File: src/rtl/vga_text_renderer_if.sv
// Bundle for the renderer: screen-memory and bitmap-memory lookups plus the VGA pin outputs.
// The renderer takes the master modport.
interface vga_text_renderer_if;
  logic [10:0] vga_addr;
  logic [7:0]  vga_code;
  logic [15:0] bmp_addr;
  logic [11:0] bmp_color;
  logic [3:0]  red;
  logic [3:0]  green;
  logic [3:0]  blue;
  logic        hsync;
  logic        vsync;
  logic        frame_start;

  modport master (
    output vga_addr,
    input  vga_code,
    output bmp_addr,
    input  bmp_color,
    output red,
    output green,
    output blue,
    output hsync,
    output vsync,
    output frame_start
  );

  modport slave (
    input  vga_addr,
    output vga_code,
    input  bmp_addr,
    output bmp_color,
    input  red,
    input  green,
    input  blue,
    input  hsync,
    input  vsync,
    input  frame_start
  );
endinterface

File: src/rtl/vga_text_renderer.sv
// 40x30 tile text renderer on a 640x480@60 raster: tile lookup, bitmap lookup, then registered
// RGB and active-low syncs, two pixel ticks behind the raster counters.
module vga_text_renderer #(
  parameter int unsigned CLK_DIV = 4,
  parameter int unsigned H_VIS   = 640,
  parameter int unsigned H_FP    = 16,
  parameter int unsigned H_SYNC  = 96,
  parameter int unsigned H_BP    = 48,
  parameter int unsigned V_VIS   = 480,
  parameter int unsigned V_FP    = 10,
  parameter int unsigned V_SYNC  = 2,
  parameter int unsigned V_BP    = 33
) (
  input logic                 clk,
  input logic                 reset,
  vga_text_renderer_if.master bus
);

  localparam int unsigned HTotal = H_VIS + H_FP + H_SYNC + H_BP;
  localparam int unsigned VTotal = V_VIS + V_FP + V_SYNC + V_BP;
  localparam int unsigned CntW   = (CLK_DIV > 1) ? $clog2(CLK_DIV) : 1;

  logic [CntW-1:0] cnt_q, cnt_d;
  logic            tick;
  logic [9:0]      hcount_q, hcount_d;
  logic [9:0]      vcount_q, vcount_d;
  logic            h_last, v_last;
  logic            visible, hs_raw, vs_raw;
  logic [10:0]     tile_row, tile_col, tile_addr;

  logic [7:0]  code_q;
  logic [3:0]  py_q, px_q;
  logic        vis1_q, hs1_q, vs1_q;
  logic [11:0] rgb_q;
  logic        hsync_q, vsync_q;
  logic        frame_start_q;

  assign tick   = (cnt_q == CntW'(CLK_DIV - 1));
  assign h_last = (hcount_q == 10'(HTotal - 1));
  assign v_last = (vcount_q == 10'(VTotal - 1));

  always_comb begin
    cnt_d    = tick ? '0 : cnt_q + CntW'(1);
    hcount_d = hcount_q;
    vcount_d = vcount_q;
    if (tick) begin
      if (h_last) begin
        hcount_d = '0;
        vcount_d = v_last ? '0 : vcount_q + 10'd1;
      end else begin
        hcount_d = hcount_q + 10'd1;
      end
    end
  end

  always_ff @(posedge clk) begin
    if (reset) begin
      cnt_q    <= '0;
      hcount_q <= '0;
      vcount_q <= '0;
    end else begin
      cnt_q    <= cnt_d;
      hcount_q <= hcount_d;
      vcount_q <= vcount_d;
    end
  end

  always_comb begin
    visible = (hcount_q < 10'(H_VIS)) && (vcount_q < 10'(V_VIS));
    hs_raw  = !((hcount_q >= 10'(H_VIS + H_FP)) && (hcount_q < 10'(H_VIS + H_FP + H_SYNC)));
    vs_raw  = !((vcount_q >= 10'(V_VIS + V_FP)) && (vcount_q < 10'(V_VIS + V_FP + V_SYNC)));
    // row*40 as (row<<5)+(row<<3); row<=29 and col<=39 while visible keeps this <=1199.
    tile_row  = {5'b0, vcount_q[9:4]};
    tile_col  = {5'b0, hcount_q[9:4]};
    tile_addr = (tile_row << 5) + (tile_row << 3) + tile_col;
    bus.vga_addr = visible ? tile_addr : 11'd0;
  end

  // Stage 1: tile code and in-tile offset
  always_ff @(posedge clk) begin
    if (reset) begin
      code_q <= '0;
      py_q   <= '0;
      px_q   <= '0;
      vis1_q <= 1'b0;
      hs1_q  <= 1'b1;
      vs1_q  <= 1'b1;
    end else if (tick) begin
      code_q <= bus.vga_code;
      py_q   <= vcount_q[3:0];
      px_q   <= hcount_q[3:0];
      vis1_q <= visible;
      hs1_q  <= hs_raw;
      vs1_q  <= vs_raw;
    end
  end

  assign bus.bmp_addr = {code_q, py_q, px_q};

  // Stage 2: blanked pixel colour and syncs, kept aligned with each other
  always_ff @(posedge clk) begin
    if (reset) begin
      rgb_q   <= '0;
      hsync_q <= 1'b1;
      vsync_q <= 1'b1;
    end else if (tick) begin
      rgb_q   <= vis1_q ? bus.bmp_color : 12'h000;
      hsync_q <= hs1_q;
      vsync_q <= vs1_q;
    end
  end

  always_ff @(posedge clk) begin
    if (reset) begin
      frame_start_q <= 1'b0;
    end else begin
      frame_start_q <= tick && h_last && v_last;
    end
  end

  assign bus.red         = rgb_q[11:8];
  assign bus.green       = rgb_q[7:4];
  assign bus.blue        = rgb_q[3:0];
  assign bus.hsync       = hsync_q;
  assign bus.vsync       = vsync_q;
  assign bus.frame_start = frame_start_q;

endmodule

File: src/flat_wrapper.sv
// flat-port wrapper written by rule: the top's interface ports become plain ports
module vga_text_renderer_flat 
#(
  parameter int unsigned CLK_DIV = 4,
  parameter int unsigned H_VIS   = 640,
  parameter int unsigned H_FP    = 16,
  parameter int unsigned H_SYNC  = 96,
  parameter int unsigned H_BP    = 48,
  parameter int unsigned V_VIS   = 480,
  parameter int unsigned V_FP    = 10,
  parameter int unsigned V_SYNC  = 2,
  parameter int unsigned V_BP    = 33
)
  (clk, reset, bus_vga_addr, bus_vga_code, bus_bmp_addr, bus_bmp_color, bus_red, bus_green, bus_blue, bus_hsync, bus_vsync, bus_frame_start);
  vga_text_renderer_if bus_i ();
  input logic clk;
  input logic reset;
  output wire logic [$bits(bus_i.vga_addr)-1:0] bus_vga_addr;
  input wire logic [$bits(bus_i.vga_code)-1:0] bus_vga_code;
  output wire logic [$bits(bus_i.bmp_addr)-1:0] bus_bmp_addr;
  input wire logic [$bits(bus_i.bmp_color)-1:0] bus_bmp_color;
  output wire logic [$bits(bus_i.red)-1:0] bus_red;
  output wire logic [$bits(bus_i.green)-1:0] bus_green;
  output wire logic [$bits(bus_i.blue)-1:0] bus_blue;
  output wire logic [$bits(bus_i.hsync)-1:0] bus_hsync;
  output wire logic [$bits(bus_i.vsync)-1:0] bus_vsync;
  output wire logic [$bits(bus_i.frame_start)-1:0] bus_frame_start;
  assign bus_vga_addr = bus_i.vga_addr;
  assign bus_i.vga_code = bus_vga_code;
  assign bus_bmp_addr = bus_i.bmp_addr;
  assign bus_i.bmp_color = bus_bmp_color;
  assign bus_red = bus_i.red;
  assign bus_green = bus_i.green;
  assign bus_blue = bus_i.blue;
  assign bus_hsync = bus_i.hsync;
  assign bus_vsync = bus_i.vsync;
  assign bus_frame_start = bus_i.frame_start;
  vga_text_renderer #(.CLK_DIV(CLK_DIV), .H_VIS(H_VIS), .H_FP(H_FP), .H_SYNC(H_SYNC), .H_BP(H_BP), .V_VIS(V_VIS), .V_FP(V_FP), .V_SYNC(V_SYNC), .V_BP(V_BP)) u_core (.clk(clk), .reset(reset), .bus(bus_i));
endmodule
File: config.mk
export PLATFORM = sky130hd
export DESIGN_NAME = vga_text_renderer_flat
export DESIGN_NICKNAME = d
export VERILOG_FILES = /design/src/rtl/vga_text_renderer_if.sv /design/src/rtl/vga_text_renderer.sv /design/src/flat_wrapper.sv
export SDC_FILE = /design/constraint.sdc
export NUM_CORES = 1
export LEC_CHECK = 0
export BUFFER_PORTS_ARGS = -buffer_cell sky130_fd_sc_hd__buf_2
export CAP_MARGIN = 20
export CORE_MARGIN = 5
export CORE_UTILIZATION = 48
export DETAILED_ROUTE_END_ITERATION = 12
export GPL_TIMING_DRIVEN = 0
export HOLD_SLACK_MARGIN = 0.08
export PLACE_DENSITY_LB_ADDON = 0.08
export SLEW_MARGIN = 20
export SYNTH_ARGS = -nofsm -noshare
export SYNTH_HDL_FRONTEND = slang
export SYNTH_SLANG_ARGS = --single-unit
File: constraint.sdc
create_clock -name clk -period 2.5 [get_ports clk]
set_input_delay 0.25 -clock clk [delete_from_list [all_inputs] [get_ports clk]]
set_output_delay 0.25 -clock clk [all_outputs]
set_load 0.03 [all_outputs]
# After elaboration in Yosys (flattened, before gate mapping)
# Cells that the tools add are included.
[op_classes]
add_sub_neg = 5
multipliers = 0
n_div = 0
order_cmp = 6
n_eq_ne = 3
shift = 0
n_mux = 4
bitwise_logic = 0
reduce_logical = 9
[ops]
columns = ["cell", "count"]
rows = [
  ["10-bit by 1-bit adder with 10-bit output (second input constant)", 2],
  ["10-bit equality test (second input constant)", 2],
  ["10-bit less-than comparator (second input constant)", 2],
  ["10-bit by 9-bit less-than comparator with 1-bit output (second input constant)", 2],
  ["10-bit 2-to-1 mux", 2],
  ["12-bit 2-to-1 mux", 1],
  ["11-bit by 6-bit adder with 11-bit output", 1],
  ["11-bit by 9-bit adder with 11-bit output", 1],
  ["11-bit 2-to-1 mux", 1],
  ["10-bit >= comparator (second input constant)", 1],
  ["10-bit by 9-bit >= comparator with 1-bit output (second input constant)", 1],
  ["1-bit logical AND", 5],
  ["2-bit by 1-bit adder with 2-bit output (second input constant)", 1],
  ["2-bit equality test (second input constant)", 1],
  ["1-bit logical NOT", 2],
  ["2-bit AND reduction", 1],
  ["2-bit OR reduction", 1],
]
[word_totals]
ff_bits = 56
latchBits = 0
ram_bits = 0
mem_bits_ro = 0
inputBits = 22
out_inout_bits = 42
wordCells = 40
n_memories = 0

# Depth between registers and ports, before layout
# Gate-level depths: netlist of the first run.
[logic_depth]
word_depth = 3
depth_mapped = 8
mapped_depth_nobuf = 8

# Worst setup path before layout of the first run
# Ideal clock, no wire load.
[synth_timing]
path_type = "register to output"
startpoint = "reg u_core.vcount_q[4]"
endpoint = "out bus_vga_addr[9]"
arrival_time_ps = 2513
required_ps = 2250
slack_ps = -263
stages_incl_launch_ff = 9
path_buffers = 0
path_cell_list = "dfxtp_1 > inv_1 > fa_1 > inv_1 > ha_1 > a211oi_1 > o21bai_1 > a21oi_1 > mux2i_1"
[synth_between]
elab_chain_cells = 3
word_cells_on_any_way = 5
classes_between = "add/sub: 2; order compare: 1; mux: 1; reduce/logical: 1"
[synth_lines]
columns = ["item", "line", "text"]
rows = [
  ["start: declaration", "vga_text_renderer.sv:26", "logic [9:0] vcount_q, vcount_d;"],
  ["start signal: assignment", "vga_text_renderer.sv:64", "vcount_q <= vcount_d;"],
  ["11-bit by 9-bit adder with 11-bit output / 10-bit by 9-bit less-than comparator with 1-bit output (equally long branches)", "vga_text_renderer.sv:75, vga_text_renderer.sv:69", ""],
  ["11-bit by 6-bit adder with 11-bit output / 1-bit logical AND (equally long branches)", "vga_text_renderer.sv:75, vga_text_renderer.sv:69", ""],
  ["11-bit 2-to-1 mux *", "vga_text_renderer.sv:76", "bus.vga_addr = visible ? tile_addr : 11'd0;"],
  ["end: declaration", "flat_wrapper.sv:18", "output wire logic [$bits(bus_i.vga_addr)-1:0] bus_vga_addr;"],
]
# Mark *: on every way between the ends. The rest lies on a longest branch, timed or not.

# Final worst setup path of the first run
[layout_timing]
startpoint = "reg u_core.vcount_q[6]"
endpoint = "out bus_vga_addr[9]"
# Same word-level chain as after synthesis.

==> metrics.txt, run 1 <==
# TYPE chip_impl_metric gauge
chip_impl_info{name="run_status",value="complete, but fails checks"} 1
chip_impl_info{name="failing_checks",value="negative setup slack"} 1
chip_impl_metric{name="final-max-slew-violation-count",unit=""} 0
chip_impl_metric{name="numPlacedInstances",unit=""} 437
chip_impl_metric{name="timing.critical_path.required",unit="ns"} 2.25
chip_impl_metric{name="clockBufferDepth",unit=""} 2
chip_impl_info{name="worstSetupStartpointType",value="flip-flop"} 1
chip_impl_metric{name="relative_contribution_of_sequential_cells_to_total_power",unit="%"} 59.1
chip_impl_metric{name="syn-mean-instance-area",unit="um2"} 8.816
chip_impl_metric{name="remaining_drc_errors",unit=""} 0
chip_impl_metric{name="antenna-diode-count",unit=""} 0
chip_impl_metric{name="avgRoutedWirePerCell",unit="um"} 13.52
chip_impl_metric{name="grt_first_pass_wirelength",unit="mm"} 10.68
chip_impl_metric{name="grt_start_max_net_pins",unit=""} 17
chip_impl_metric{name="power_switching",unit="uW"} 366.7
chip_impl_metric{name="power",unit="mW"} 1.539
chip_impl_metric{name="wl",unit="mm"} 6.098
chip_impl_metric{name="h_tree_levels",unit=""} 2
chip_impl_metric{name="first_global_vias",unit=""} 2369
chip_impl_metric{name="drt-initial-drc-count",unit=""} 122
chip_impl_info{name="hp-class",value="primary input to flip-flop"} 1
chip_impl_metric{name="leakage",unit="nW"} 1.383
chip_impl_metric{name="floorplan.io_pins",unit=""} 64
chip_impl_metric{name="ir_worst_vdd",unit="uV"} 347.5
chip_impl_metric{name="design.final.nets",unit=""} 418
chip_impl_metric{name="synth_sequential_area_ratio",unit="%"} 41.97
chip_impl_metric{name="place_congestion",unit=""} 0.8405
chip_impl_metric{name="worst_pin_slew",unit="ns"} 0.7674
chip_impl_metric{name="net_count_of_the_mapped_netlist",unit=""} 343
chip_impl_metric{name="dp.final_hpwl",unit="mm"} 4.432
chip_impl_metric{name="die_area",unit="um2"} 7157
chip_impl_info{name="cells_along_the_critical_path",value="inv_2, fa_2, inv_2, ha_4, a211oi_2, o21bai_1, a21oi_2, mux2i_2, buf_4"} 1
chip_impl_metric{name="fillerInstances",unit=""} 541
chip_impl_metric{name="gr-usage-all-layers",unit="%"} 18.10
chip_impl_info{name="critical_path.most_common_cell",value="sky130_fd_sc_hd__inv_2"} 1
chip_impl_metric{name="grt_remaining_overflow",unit=""} 0
chip_impl_metric{name="clock_power_share",unit="%"} 33.5
chip_impl_metric{name="floorplan.die.width",unit="um"} 84.60
chip_impl_metric{name="worst_path_setup_slack_after_routing",unit="ns"} -0.1913
chip_impl_metric{name="syn-cell-area",unit="um2"} 2671
chip_impl_metric{name="max-slew-margin-rel",unit="%"} 48.84
chip_impl_metric{name="cells_after_synthesis",unit=""} 303
chip_impl_metric{name="route.antenna.remaining_nets",unit=""} 0
chip_impl_metric{name="setup-violations-final",unit=""} 3
chip_impl_info{name="crit_path_end_kind",value="output port"} 1
chip_impl_metric{name="critical_path_arrival",unit="ns"} 2.44
chip_impl_metric{name="timing.hold.ws",unit="ns"} 0.1595
chip_impl_info{name="synthDominantAreaCellType",value="sky130_fd_sc_hd__dfxtp_1"} 1
chip_impl_metric{name="height_of_the_chip",unit="um"} 84.60
chip_impl_metric{name="final_util",unit="%"} 60.43
chip_impl_metric{name="finalCriticalPeriod",unit="ns"} 2.691
chip_impl_metric{name="report.final.hold_viol_count",unit=""} 0
chip_impl_info{name="synth.top_cells.by_area",value="sky130_fd_sc_hd__dfxtp_1, sky130_fd_sc_hd__ha_1, sky130_fd_sc_hd__mux2i_1"} 1
chip_impl_metric{name="sequential_cell_area",unit="um2"} 1140
chip_impl_metric{name="multi_input_comb_area",unit="um2"} 1486
chip_impl_metric{name="rows",unit=""} 27
chip_impl_info{name="cpMaxStageDelayCell",value="sky130_fd_sc_hd__fa_2"} 1
chip_impl_metric{name="num_vias",unit=""} 2310
chip_impl_metric{name="buffer_ports.inserted",unit=""} 62
chip_impl_metric{name="netlist-cell-type-count",unit=""} 39
chip_impl_info{name="grt_setup_unrepaired",value="yes"} 1
chip_impl_info{name="worstSetupPathType",value="flip-flop to output port"} 1
chip_impl_metric{name="crit_path_max_incr_delay",unit="ns"} 0.56
chip_impl_metric{name="cts.reportedPaths.clkPinSlew",unit="ns"} 0.10
chip_impl_metric{name="max_clock_freq",unit="MHz"} 371.6
chip_impl_info{name="cts_tree",value="built"} 1
chip_impl_metric{name="starting_utilization_of_the_core_area",unit="%"} 48.81
chip_impl_metric{name="worst_skew_pair.late_latency",unit="ns"} 0.31
chip_impl_metric{name="power-per-cell-area",unit="nW/um2"} 465.5
chip_impl_metric{name="yosysWarningCount",unit=""} 0
chip_impl_metric{name="post_drt_via_cell_ratio",unit=""} 5.122
chip_impl_metric{name="ys_ff_latch",unit=""} 56
chip_impl_metric{name="fin_cells",unit=""} 451
chip_impl_metric{name="combPwrFrac",unit="%"} 7.4
chip_impl_metric{name="drive_gt1_share",unit="%"} 27.18
chip_impl_metric{name="fin_crit_sh",unit="%"} 107.7
chip_impl_metric{name="antenna_found_initial",unit=""} 0
chip_impl_metric{name="maxCapViolations",unit=""} 0
chip_impl_metric{name="coreArea",unit="um2"} 5473
chip_impl_info{name="cts-root-buf",value="sky130_fd_sc_hd__clkbuf_8"} 1
chip_impl_metric{name="synth.top_cell.area_share",unit="%"} 41.97
chip_impl_metric{name="finalClockSkew",unit="ns"} 0.01032
chip_impl_metric{name="critical_path.max_fanout",unit=""} 2
chip_impl_metric{name="tritoncts.num_buffers",unit=""} 5
chip_impl_metric{name="switching_share",unit="%"} 23.82
chip_impl_metric{name="areaGrowthSynthToFinish",unit="%"} 23.79
chip_impl_metric{name="drt_first_pass_iters",unit=""} 4
chip_impl_metric{name="intPower",unit="mW"} 1.173
chip_impl_metric{name="total_number_of_clock_tree_sinks",unit=""} 56
-- flip-flops by register name, indices dropped and copies added, names as in the netlist --
name	count
u_core.px_q	4
u_core.vis1_q	1
u_core.bus.vsync	1
u_core.hs1_q	1
u_core.vcount_q	10
u_core.vs1_q	1
u_core.cnt_q	2
u_core.bus.frame_start	1
u_core.hcount_q	10
u_core.bus.hsync	1
u_core.rgb_q	12
u_core.py_q	4
u_core.code_q	8
-- synthesized netlist by cell type --
| cell type | n |
|---|---|
| sky130_fd_sc_hd__nand2_2 | 1 |
| sky130_fd_sc_hd__or2_1 | 1 |
| sky130_fd_sc_hd__nor2_1 | 44 |
| sky130_fd_sc_hd__nand4b_1 | 1 |
| sky130_fd_sc_hd__o21ai_0 | 12 |
| sky130_fd_sc_hd__nand3_1 | 9 |
| sky130_fd_sc_hd__nor4_1 | 4 |
| sky130_fd_sc_hd__clkbuf_1 | 13 |
| sky130_fd_sc_hd__nor4bb_1 | 1 |
| sky130_fd_sc_hd__nand3b_1 | 1 |
| sky130_fd_sc_hd__or4_1 | 1 |
| sky130_fd_sc_hd__o22ai_1 | 1 |
| sky130_fd_sc_hd__a21oi_1 | 25 |
| sky130_fd_sc_hd__nand2b_1 | 4 |
| sky130_fd_sc_hd__nor2b_1 | 18 |
| sky130_fd_sc_hd__a211o_1 | 2 |
| sky130_fd_sc_hd__or4_4 | 1 |
| sky130_fd_sc_hd__fa_1 | 2 |
| sky130_fd_sc_hd__and4_1 | 1 |
| sky130_fd_sc_hd__nor3b_1 | 3 |
| sky130_fd_sc_hd__o21a_1 | 2 |
| sky130_fd_sc_hd__inv_1 | 14 |
| sky130_fd_sc_hd__or3_1 | 7 |
| sky130_fd_sc_hd__nand2_1 | 7 |
| sky130_fd_sc_hd__nor3_1 | 6 |
| sky130_fd_sc_hd__dfxtp_1 | 56 |
| sky130_fd_sc_hd__mux2i_1 | 19 |
| sky130_fd_sc_hd__o21bai_1 | 1 |
| sky130_fd_sc_hd__buf_4 | 1 |
| sky130_fd_sc_hd__nand4_1 | 7 |
| sky130_fd_sc_hd__xor2_1 | 3 |
| sky130_fd_sc_hd__o21bai_2 | 1 |
| sky130_fd_sc_hd__buf_6 | 1 |
| sky130_fd_sc_hd__and3_1 | 2 |
| sky130_fd_sc_hd__o31ai_1 | 2 |
| sky130_fd_sc_hd__a211oi_1 | 1 |
| sky130_fd_sc_hd__ha_1 | 16 |
| sky130_fd_sc_hd__xnor2_1 | 6 |
| sky130_fd_sc_hd__and2_1 | 6 |
-- power groups by stage --
stage / Clock [mW] / Combinational [mW] / Sequential (mW)
2_1_floorplan: 0 / 0.0588 / 0.951
3_3_place_gp: 0 / 0.114 / 0.935
3_5_place_dp: 0 / 0.116 / 0.936
4_1_cts: 0.528 / 0.116 / 0.911
5_1_grt: 0.577 / 0.128 / 0.913
6_report: 0.515 / 0.114 / 0.910
-- logic make-up after synthesis --
kind of cell,after synthesis,share of synthesized area (%)
AND/OR/NAND/NOR,125,24.54
flip-flops,56,41.97
AO/OA/AOI/OAI,47,9.930
buffers and inverters,29,4.497
multiplexers,19,7.119
adder cells (fa/ha/maj),18,8.993
XOR/XNOR,9,2.951
-- metrics by stage --
stage / setup WS (ns) / instance area (um2) / TNS, ns
2_1_floorplan: -0.1611 / 2686 / -0.1931
3_3_place_gp: -0.3431 / 3087 / -0.4652
3_5_place_dp: -0.3668 / 3087 / -0.5260
4_1_cts: -0.1972 / 3289 / -0.3996
5_1_grt: -0.2589 / 3307 / -0.6986
6_report: -0.1913 / 3307 / -0.4049
-- cell usage in the layout (no fill, tap or decap), drive strengths merged --
master    count
and3          2
nor4bb        1
nand2b        4
nand3b        1
mux2i        19
o22ai         1
nand4b        1
nand3         9
xor2          3
or2           1
clkinvlp      1
o31ai         2
o21a          2
nand2         8
or4           2
nor3b         3
fa            2
nor3          6
a211oi        1
nand4         7
or3           7
a21oi        25
nor4          4
and2          6
xnor2         6
clkbuf       20
o21bai        2
inv          14
nor2b        18
o21ai        12
ha           16
dfxtp        56
buf          70
a211o         2
nor2         44
and4          1
-- path summary, 6_finish.rpt --
kind	startpoint	end	slack [ns]	cells after the start
worst max-delay path	u_core.vcount_q[6]	bus_vga_addr[9]	-0.19	9
worst min-delay path	bus_bmp_color[1]	u_core.rgb_q[1]	0.16	3
worst max register to register	u_core.hcount_q[1]	u_core.hcount_q[7]	0.30	7
worst min register to register	u_core.cnt_q[0]	u_core.cnt_q[0]	0.43	1
-- final cells by class --
cell class,instances,area share [%]
repair buffers,68,11.35
multi-input cells,218,44.95
inverters,14,1.589
clock buffers,7,2.611
well taps,72,2.724
flip-flops and latches,56,34.47
plain buffers,15,2.081
clock inverters,1,0.2270
-- worst max-delay path: cells and delay by family, from the launching register on --
kind	cells	cell delay [ns]
flip-flops	1	0.38
AO/OA/AOI/OAI	3	0.50
multiplexers	1	0.21
buffers and inverters	3	0.27
adder cells (fa/ha/maj)	2	0.77
-- what timing repair did --
| item | 4_1_cts | 5_1_grt |
|---|---|---|
| setup buffers | 6 | 0 |
| endpoints found under the setup margin | 6 | 6 |
| pin swaps | 9 | 4 |
| gates resized for setup | 28 | 6 |
| hold buffers | 0 | 0 |
-- per-layer routing --
metal	up-vias	routed length [um]	global-route usage (%)
met5	-	0	0
met4	0	110	5.468
met1	1062	2701	21.67
met3	8	331	4.809
met2	54	2954	31.60
li1	1186	-	-
Note: power is estimated with default switching activity, not from simulation.
==> inputs of run 2 (changes only) <==
CELL_PAD_IN_SITES_DETAIL_PLACEMENT = 1   (was default)
CELL_PAD_IN_SITES_GLOBAL_PLACEMENT = 2   (was default)
CORE_UTILIZATION = 28   (was 48)
==> run 2 against run 1 <==
Compared with the run above:
- the flow still finishes with violations (negative setup slack)
- first-iteration DRC count shrank 50%
- global-route usage shrank 4.5 points
- largest cell class unchanged
- via count grew 1.4%
- flip-flop and latch count is the same
- clock-buffer cell count shrank 1
- sequential power is essentially flat
- largest power group unchanged
- critical path type unchanged
- worst setup slack lost 0.0046 ns
- register-to-register slack lost 0.02 ns
==> metrics.txt, run 2 (synthesis results as in run 1) <==
# TYPE chip_impl_metric gauge
chip_impl_metric{name="dp.final_hpwl",unit="mm"} 5.398
chip_impl_info{name="reg2reg_to",value="u_core.vcount_q[5]"} 1
chip_impl_metric{name="grt_start_max_net_pins",unit=""} 18
chip_impl_info{name="layout.cells.most_common_list",value="sky130_fd_sc_hd__buf_2, sky130_fd_sc_hd__dfxtp_1, sky130_fd_sc_hd__nor2_1"} 1
chip_impl_metric{name="grt_remaining_overflow",unit=""} 0
chip_impl_metric{name="worst-r2r-setup-slack",unit="ns"} 0.28
chip_impl_metric{name="power-per-cell-area",unit="nW/um2"} 479.2
chip_impl_metric{name="final-max-slew-violation-count",unit=""} 0
chip_impl_metric{name="floorplan.die.width",unit="um"} 107.7
chip_impl_metric{name="timing.critical_path.required",unit="ns"} 2.25
chip_impl_metric{name="postCtsHoldBufs",unit=""} 0
chip_impl_info{name="critPathLaunch",value="u_core.vcount_q[6]"} 1
chip_impl_info{name="hold_start",value="bus_bmp_color[4]"} 1
chip_impl_metric{name="antenna_found_initial",unit=""} 0
chip_impl_metric{name="power",unit="mW"} 1.646
chip_impl_metric{name="drt-initial-drc-count",unit=""} 61
chip_impl_metric{name="first_global_vias",unit=""} 2435
chip_impl_metric{name="critical_path.max_fanout",unit=""} 2
chip_impl_metric{name="cts.reportedPaths.clkPinSlew",unit="ns"} 0.11
chip_impl_metric{name="max-slew-margin-rel",unit="%"} 43.43
chip_impl_metric{name="starting_utilization_of_the_core_area",unit="%"} 28.77
chip_impl_metric{name="worst_skew_pair.late_latency",unit="ns"} 0.31
chip_impl_metric{name="num_vias",unit=""} 2343
chip_impl_metric{name="wl",unit="mm"} 7.385
chip_impl_metric{name="die_area",unit="um2"} 11590
chip_impl_metric{name="coreArea",unit="um2"} 9284
chip_impl_metric{name="buffer_ports.inserted",unit=""} 62
chip_impl_metric{name="worst_pin_slew",unit="ns"} 0.8486
chip_impl_metric{name="drt_first_pass_iters",unit=""} 4
chip_impl_metric{name="design.final.nets",unit=""} 418
chip_impl_metric{name="antenna-diode-count",unit=""} 0
chip_impl_info{name="crit_path_end_kind",value="output port"} 1
chip_impl_metric{name="logic_depth_of_the_worst_register_to_register_path",unit=""} 7
chip_impl_metric{name="worst_path_setup_slack_after_routing",unit="ns"} -0.1959
chip_impl_info{name="critical_path_destination",value="bus_vga_addr[9]"} 1
chip_impl_metric{name="place_congestion",unit=""} 0.7369
chip_impl_info{name="crit-reg2reg-launch",value="u_core.hcount_q[0]"} 1
chip_impl_metric{name="gr-usage-all-layers",unit="%"} 13.55
chip_impl_metric{name="clockBufferDepth",unit=""} 2
chip_impl_metric{name="route.antenna.remaining_nets",unit=""} 0
chip_impl_metric{name="remaining_drc_errors",unit=""} 0
chip_impl_metric{name="areaGrowthSynthToFinish",unit="%"} 28.62
chip_impl_metric{name="grt_first_pass_wirelength",unit="mm"} 12.56
chip_impl_metric{name="critical_path_arrival",unit="ns"} 2.45
chip_impl_metric{name="h_tree_levels",unit=""} 2
chip_impl_metric{name="height_of_the_chip",unit="um"} 107.7
chip_impl_info{name="registers.top_by_ff_count",value="u_core.rgb_q"} 1
chip_impl_info{name="mostFrequentLayoutCell",value="sky130_fd_sc_hd__buf_2"} 1
chip_impl_metric{name="ir_worst_vdd",unit="uV"} 241.1
chip_impl_metric{name="final_util",unit="%"} 37.01
chip_impl_metric{name="leakage",unit="nW"} 1.397
chip_impl_metric{name="total_number_of_clock_tree_sinks",unit=""} 56
chip_impl_metric{name="max_clock_freq",unit="MHz"} 370.9
chip_impl_metric{name="setup-violations-final",unit=""} 2
chip_impl_info{name="hp-class",value="primary input to flip-flop"} 1
chip_impl_info{name="worstSetupPathType",value="flip-flop to output port"} 1
chip_impl_metric{name="maxCapViolations",unit=""} 0
chip_impl_info{name="run_status",value="complete, but fails checks"} 1
chip_impl_info{name="cts_tree",value="built"} 1
chip_impl_metric{name="tritoncts.num_buffers",unit=""} 5
chip_impl_metric{name="finalClockSkew",unit="ns"} 0.01600
chip_impl_info{name="reg_top3",value="u_core.rgb_q: 12 flops, u_core.hcount_q: 10 flops, u_core.vcount_q: 10 flops"} 1
chip_impl_info{name="grt_setup_unrepaired",value="yes"} 1
chip_impl_metric{name="finalCriticalPeriod",unit="ns"} 2.696
chip_impl_info{name="cts-root-buf",value="sky130_fd_sc_hd__clkbuf_8"} 1
chip_impl_metric{name="post_drt_via_cell_ratio",unit=""} 4.612
chip_impl_metric{name="number_of_flip_flops_under_the_largest_register_name",unit=""} 12
chip_impl_metric{name="rows",unit=""} 35
chip_impl_metric{name="drive_gt1_share",unit="%"} 27.97
chip_impl_metric{name="avgRoutedWirePerCell",unit="um"} 14.54
chip_impl_metric{name="floorplan.io_pins",unit=""} 64
chip_impl_metric{name="fin_crit_sh",unit="%"} 107.8
chip_impl_metric{name="report.final.hold_viol_count",unit=""} 0
chip_impl_info{name="failing_checks",value="negative setup slack"} 1
chip_impl_info{name="worstSetupStartpointType",value="flip-flop"} 1
[run 2: repair_timing]
| action | in CTS | in global routing |
|---|---|---|
| endpoints found under the setup margin | 6 | 9 |
| resized for setup | 30 | 9 |
| pin swaps | 8 | 3 |
| setup buffers | 6 | 0 |
[run 2: power breakdown]
group	internal, mW	switching, mW	total [mW]
logic	0.0455	0.0734	0.119
clock network	0.304	0.313	0.616
registers	0.902	0.00861	0.911
total	1.25	0.395	1.65
[run 2: worst min path at each step]
stage,end,cells past startpoint
floorplan,u_core.rgb_q[0],2
global placement,u_core.cnt_q[0],1
detailed placement,u_core.cnt_q[0],1
CTS,u_core.rgb_q[4],3
global route,u_core.rgb_q[0],3
finish,u_core.rgb_q[4],3
[run 2: cell type report]
class / count / area (um2)
Clock buffer: 6 / 72.57
Sequential cell: 56 / 1140
Buffer: 15 / 68.82
Timing Repair Buffer: 68 / 376.6
Fill cell: 1122 / 5848
Tap cell: 129 / 161.4
Inverter: 14 / 52.55
Multi-Input combinational cell: 218 / 1525
Clock inverter: 2 / 38.79
[run 2: worst max-delay path, cell delays in order (launching register included)]
cell	delay [ns]
sky130_fd_sc_hd__dfxtp_4	0.38
sky130_fd_sc_hd__inv_2	0.04
sky130_fd_sc_hd__fa_2	0.56
sky130_fd_sc_hd__inv_2	0.05
sky130_fd_sc_hd__ha_4	0.22
sky130_fd_sc_hd__a211oi_4	0.21
sky130_fd_sc_hd__o21bai_1	0.10
sky130_fd_sc_hd__a21oi_2	0.18
sky130_fd_sc_hd__mux2i_2	0.21
sky130_fd_sc_hd__buf_4	0.18
[run 2: routing by layer]
layer  wire (um)  GRT usage [%]  up-vias  share of wire [%]
met1        3489          17.64     1111                 47
li1            -              -     1189                  -
met4          45          2.435        0               0.61
met2        3573          23.09       39                 48
met3         276          3.059        4                3.7
met5           0              0        -                  0
[run 2: through the flow]
stage	instances	hold WS (ns)	cell area [um2]	setup WS, ns	setup TNS [ns]
floorplan	303	0.3892	2686	-0.1611	-0.1931
global placement	494	0.4088	3158	-0.4065	-0.6388
detailed placement	494	0.4202	3158	-0.4464	-0.6945
CTS	508	0.1512	3393	-0.2288	-0.3720
global route	508	0.1454	3436	-0.2866	-0.7425
finish	508	0.1612	3436	-0.1959	-0.3113
